File: config.mk
export PLATFORM = sky130hd
export DESIGN_NAME = pwm_peripheral
export DESIGN_NICKNAME = d
export VERILOG_FILES = /design/src/rtl/pwm_peripheral.sv
export SDC_FILE = /design/constraint.sdc
export NUM_CORES = 1
export LEC_CHECK = 0
export CELL_PAD_IN_SITES_DETAIL_PLACEMENT = 2
export CELL_PAD_IN_SITES_GLOBAL_PLACEMENT = 2
export CORE_MARGIN = 2
export CORE_UTILIZATION = 27
export CTS_CLUSTER_SIZE = 40
export DETAILED_ROUTE_END_ITERATION = 12
export GPL_ROUTABILITY_DRIVEN = 0
export PLACE_DENSITY_LB_ADDON = 0.1
export SLEW_MARGIN = 25
export SYNTH_ARGS = -nofsm -noshare
export SYNTH_HDL_FRONTEND = slang
export SYNTH_SLANG_ARGS = --single-unit
export TNS_END_PERCENT = 5
File: constraint.sdc
create_clock -name clk -period 1.8 [get_ports clk]
set_input_delay 0.36 -clock clk [delete_from_list [all_inputs] [get_ports clk]]
set_output_delay 0.36 -clock clk [all_outputs]
set_load 0.005 [all_outputs]
File: src/rtl/pwm_peripheral.sv
// 16-pin output stage driven by enable registers and a shared, period-buffered 8-bit PWM.
// Each pin is forced low, held static high, or follows the PWM waveform.
module pwm_peripheral #(
   parameter int unsigned CLK_DIV = 13
) (
   input  logic        clk,
   input  logic        rst_n,
   input  logic [7:0]  en_reg_out_7_0,
   input  logic [7:0]  en_reg_out_15_8,
   input  logic [7:0]  en_reg_pwm_7_0,
   input  logic [7:0]  en_reg_pwm_15_8,
   input  logic [7:0]  pwm_duty_cycle,
   output logic [15:0] out,
   output logic        period_start
);

   localparam logic [11:0] DivLast = 12'(CLK_DIV - 1);

   logic [11:0] prescaler_q, prescaler_d;
   logic [7:0]  counter_q, counter_d;
   logic [7:0]  duty_q, duty_d;
   logic [15:0] out_d;
   logic        period_start_d;
   logic [15:0] en_out, en_pwm;
   logic        tick, boundary, pwm_raw;

   assign en_out = {en_reg_out_15_8, en_reg_out_7_0};
   assign en_pwm = {en_reg_pwm_15_8, en_reg_pwm_7_0};

   assign tick     = (prescaler_q == DivLast);
   assign boundary = tick && (counter_q == 8'hFF);

   // 0xFF is special-cased to a solid high; otherwise the last count would always be low.
   assign pwm_raw = (duty_q == 8'hFF) || (counter_q < duty_q);

   always_comb begin
      prescaler_d    = tick ? 12'd0 : prescaler_q + 12'd1;
      counter_d      = tick ? counter_q + 8'd1 : counter_q;
      duty_d         = boundary ? pwm_duty_cycle : duty_q;
      period_start_d = boundary;
      out_d          = en_out & (~en_pwm | {16{pwm_raw}});
   end

   always_ff @(posedge clk or negedge rst_n) begin
      if (!rst_n) begin
         prescaler_q  <= 12'd0;
         counter_q    <= 8'd0;
         duty_q       <= 8'd0;
         out          <= 16'h0000;
         period_start <= 1'b0;
      end else begin
         prescaler_q  <= prescaler_d;
         counter_q    <= counter_d;
         duty_q       <= duty_d;
         out          <= out_d;
         period_start <= period_start_d;
      end
   end

endmodule
After elaboration in Yosys (flattened, before gate mapping):

Index checks and enable logic that the tools add are counted.

* reduce and logical (&&, ||, !) cells: 2
* bitwise operators: 3
* shift operators: 0
* add/subtract/negate cells: 2
* equality and inequality tests: 3
* divide/modulo/power cells: 0
* mux-type cells: 1
* multipliers: 0
* $lt $le $gt $ge: 1

Operator list (count)
* $and 16x16->16: 1
* $eq 8x8->1 const B: 2
* $not 16->16: 1
* $or 16x16->16: 1
* $add 12x1->12 const B: 1
* $eq 12x4->1 const B: 1
* $mux 12: 1
* $add 8x1->8 const B: 1
* $lt 8x8->1: 1
* $logic_and 1x1->1: 1
* $logic_or 1x1->1: 1

* flip-flop bits (word level): 45
* memory bits (writable): 0
* output and inout port bits: 17
* logic and storage cells: 17
* memories: 0
* ROM bits: 0
* bits of input ports: 42
* latch bits: 0

Logic depth before layout (Yosys ltp):

* depth in word-level cells: 4
* mapped depth: 7
* depth with buffers taken out: 6

Worst setup path before layout:

Ideal clock, no wire load.

* path type: register -> register
* from: reg prescaler_q[7]
* to: reg duty_q[0]
* period minus slack after synthesis: 1.878 ns
* required time: 1.675 ns
* cell stages (with the launch flop): 5
* buffers on the path: 0
* slack: -0.078 ns
* setup time: 0.125 ns
* arrival: 1.753 ns
* cell sequence: dfrtp_1 -> or4_4 -> nor3_4 -> nand4_4 -> mux2_2

* cells in the longest elaborated chain, start to end: 2

Ends and longest elaborated chain
* start, declared: line 19 `logic [11:0] prescaler_q, prescaler_d;`
* start signal, assigned: line 52 `prescaler_q <= prescaler_d;`
* $eq 12x4->1: line 30 `assign tick = (prescaler_q == DivLast);`
* $logic_and 1x1->1: line 31 `assign boundary = tick && (counter_q == 8'hFF);`
* end signal, assigned: line 54 `duty_q <= duty_d;`
* end, declared: line 21 `logic [7:0] duty_q, duty_d;`

No other way between the ends.
A chain may end at the register's enable or synchronous reset.

Worst setup path in the final report:

* from: reg prescaler_q[7]
* to: reg counter_q[1]

* cells in the longest elaborated chain, start to end: 1

Ends and longest elaborated chain
* $eq 12x4->1: line 30
* end signal, assigned: line 53 `counter_q <= counter_d;`
* end, declared: line 20 `logic [7:0] counter_q, counter_d;`

No other way between the ends.

==> out/results.ini <==
[synthesis]
synth_most_common_cell = dfrtp_1
async_flop_share_pct = 100
synth_area_leader_cell = dfrtp_1
synth_edf_count = 0
ys_seq_area_share_pct = 57.5
synth_ff_type = dfrtp_1
synth_top_area_share_pct = 57.5
synth_area_per_cell_um2 = 12.6
synth_area_leaders = dfrtp_1 58%, ha_1 6.4%, a21boi_0 6.1%, mux2_2 5.2%, xnor2_1 4.9%
yosys-top-cells-count = 45 x dfrtp_1, 16 x a21boi_0, 11 x xnor2_1
synth.distinct_cells = 28
synthesis.instances = 156
synth-seq-cells = 45
synth_nets = 208
synth_area_um2 = 1960
ys_warn_count = 0

[timing]
rsz0062_at_grt = yes
tightest_slew_ns = 0.587
hold_viol = 0
max-slew-margin-rel_pct = 60.8
tns_ns = -0.257
fmax_mhz = 536
setup_viol = 9
setup_slack_ns = -0.0655
fin_crit_ns = 1.87
hold_slack_ns = 0.131
finalClockSkew_ns = 0.00642
period_share_pct = 104
finalMaxSlewViolations = 0

[grt]
antenna_found_initial = 0
track_usage_pct = 13.6
grt_max_degree = 46
grt-ovfl-total = 0
grt_pass1_vias = 1721
grt_pass1_wl_mm = 8.17

[final_layout]
multi_input_area_um2 = 812
finish.net_count = 281
syn_to_final_growth_pct = 46.6
drive_above_1_share_pct = 14.3
antenna_cells = 0
instances_no_fill = 329
nFillCells = 749
seqCellArea_um2 = 1130

[critical_path]
worstPathRequired_ns = 1.98
crit_path_cell_trace = or4_4, nor3_4, buf_4, mux2_2
crit_path_start_kind = register
reg2reg_slack_ns = -0.07
cp_top_family = simple AND/OR/NAND/NOR gates
slowest_stage = or4_4
cp.arrival_ns = 2.05
crit_path_max_incr_delay_ns = 0.55
crit_fanout = 9
endpoint_kind = register
critPathKind = register to register
cp.buffers_inverters = 1

[routing]
first_pass_iters = 4
routed_wl_mm = 4.83
drc_errors = 0
drtIter0Drc = 25
postRouteAntennaNets = 0
routed_via_density = 4.47
routedWlPerCell_um = 14.7
via_count = 1469

[run]
drv_cap = 0

[min_path]
hold_path.class = input port to asynchronous set/reset pin

[floorplanning]
chipWidth_um = 89.2
row_count = 31
io_pins = 59
core-area_um2 = 7140
dieArea_um2 = 7950
start_util_pct = 27.4
die_h_um = 89.2

[power_and_ir_drop]
power.density_nw_per_um2 = 711
p_leak_uw = 0.00125
peakVddDrop_mv = 0.267

[cts]
clkSinkCount = 45
cts-root-buf = clkbuf_8
cts.clk_slew.worst_paths_ns = 0.09
cts-htree-levels = 2
clk_latency_ns = 0.30
tritoncts = yes
clk_path_buf_depth = 2
cts_made_buffers = 5

[run_status]
outcome = complete, but fails checks
violations = setup timing

[placement]
numPortBuffers = 58
dp_hpwl_mm = 3.78
dp.cells = 321

cells by family after synthesis:
logic type,Yosys count,synth area share (%)
AOI/OAI and AO/OA,23,8.63
xor gates and xnor gates,17,7.60
adders and majority gates,10,6.39
buffers and inverters,12,2.36
DFF,45,57.5
muxes,9,5.18
and+or+nand+nor,40,12.3
worst reg2reg max path, stage by stage (launching register included):
cell and delay, ns:
dfrtp_1 0.39, or4_4 0.55, nor3_4 0.25, buf_4 0.22
mux2_2 0.35
cells in the final DEF, fill, tap and decap left out, drive strengths merged, types with 2 or more instances in the layout:
cell	synthesis	routed
nand3	4	4
nor3	2	2
mux2	9	9
clkdlybuf4s50	0	57
nand4	10	10
dfrtp	45	45
a21oi	2	2
xor2	6	6
buf	1	11
clkbuf	1	7
a21boi	16	16
ha	10	10
nand2	6	6
nor2	9	9
and3	3	3
o21a	2	2
xnor2	11	11
inv	10	10
flip-flops by register name, summed over array words and instances, names as in the netlist:
signal / cells
out: 16
prescaler_q: 12
counter_q: 8
duty_q: 8
period_start: 1
final timing paths:
| check | startpoint | endpoint | cells after the start |
|---|---|---|---|
| worst min-delay path | rst_n | counter_q[6] | 2 |
| min in group clk | prescaler_q[11] | prescaler_q[11] | 1 |
| worst max register to register | prescaler_q[7] | counter_q[1] | 4 |
| max in group asynchronous | rst_n | counter_q[7] | 2 |
| worst max-delay path | prescaler_q[7] | counter_q[1] | 4 |
| worst min register to register | prescaler_q[11] | prescaler_q[11] | 1 |
what timing repair did:
action / in CTS / in global routing
pin swaps: 0 / 0
setup endpoints to repair: 28 / 31
hold buffers: 0 / 0
cloned: 0 / 0
buffers inserted: 0 / 0
gates resized for setup: 2 / 11
report_power, final:
| part | internal, uW | total (uW) | switching [uW] |
|---|---|---|---|
| registers | 1040 | 1050 | 12.7 |
| logic | 133 | 192 | 59.1 |
| clock network | 453 | 800 | 347 |
per-layer routing:
| metal | share of wire [%] | wire, um | global-route usage (%) |
|---|---|---|---|
| met4 | 1.3 | 61 | 5.83 |
| met5 | 0 | 0 | 0 |
| met1 | 40 | 1950 | 16.0 |
| met3 | 8.7 | 421 | 5.54 |
| met2 | 50 | 2390 | 22.0 |
final cells by class:
class / count / area share, %
sequential: 45 / 39.3
clock inverter: 1 / 1.05
clock buffer: 7 / 3.01
tap: 99 / 4.31
inverter: 10 / 1.31
multi-input combinational: 99 / 28.3
timing repair buffer: 68 / 22.8
metrics by stage:
stage / total power, uW / setup WS (ns) / utilization (%) / instance area, um^2
4_1_cts: 2080 / -0.0932 / 39.9 / 2850
6_report: 2040 / -0.0655 / 40.2 / 2870
3_3_place_gp: 1250 / -0.0195 / 38.2 / 2720
3_5_place_dp: 1260 / -0.0871 / 38.2 / 2720
5_1_grt: 2140 / -0.135 / 40.2 / 2870
2_1_floorplan: 1100 / -0.0490 / - / 1960
Note: power is estimated with default switching activity, not from simulation.
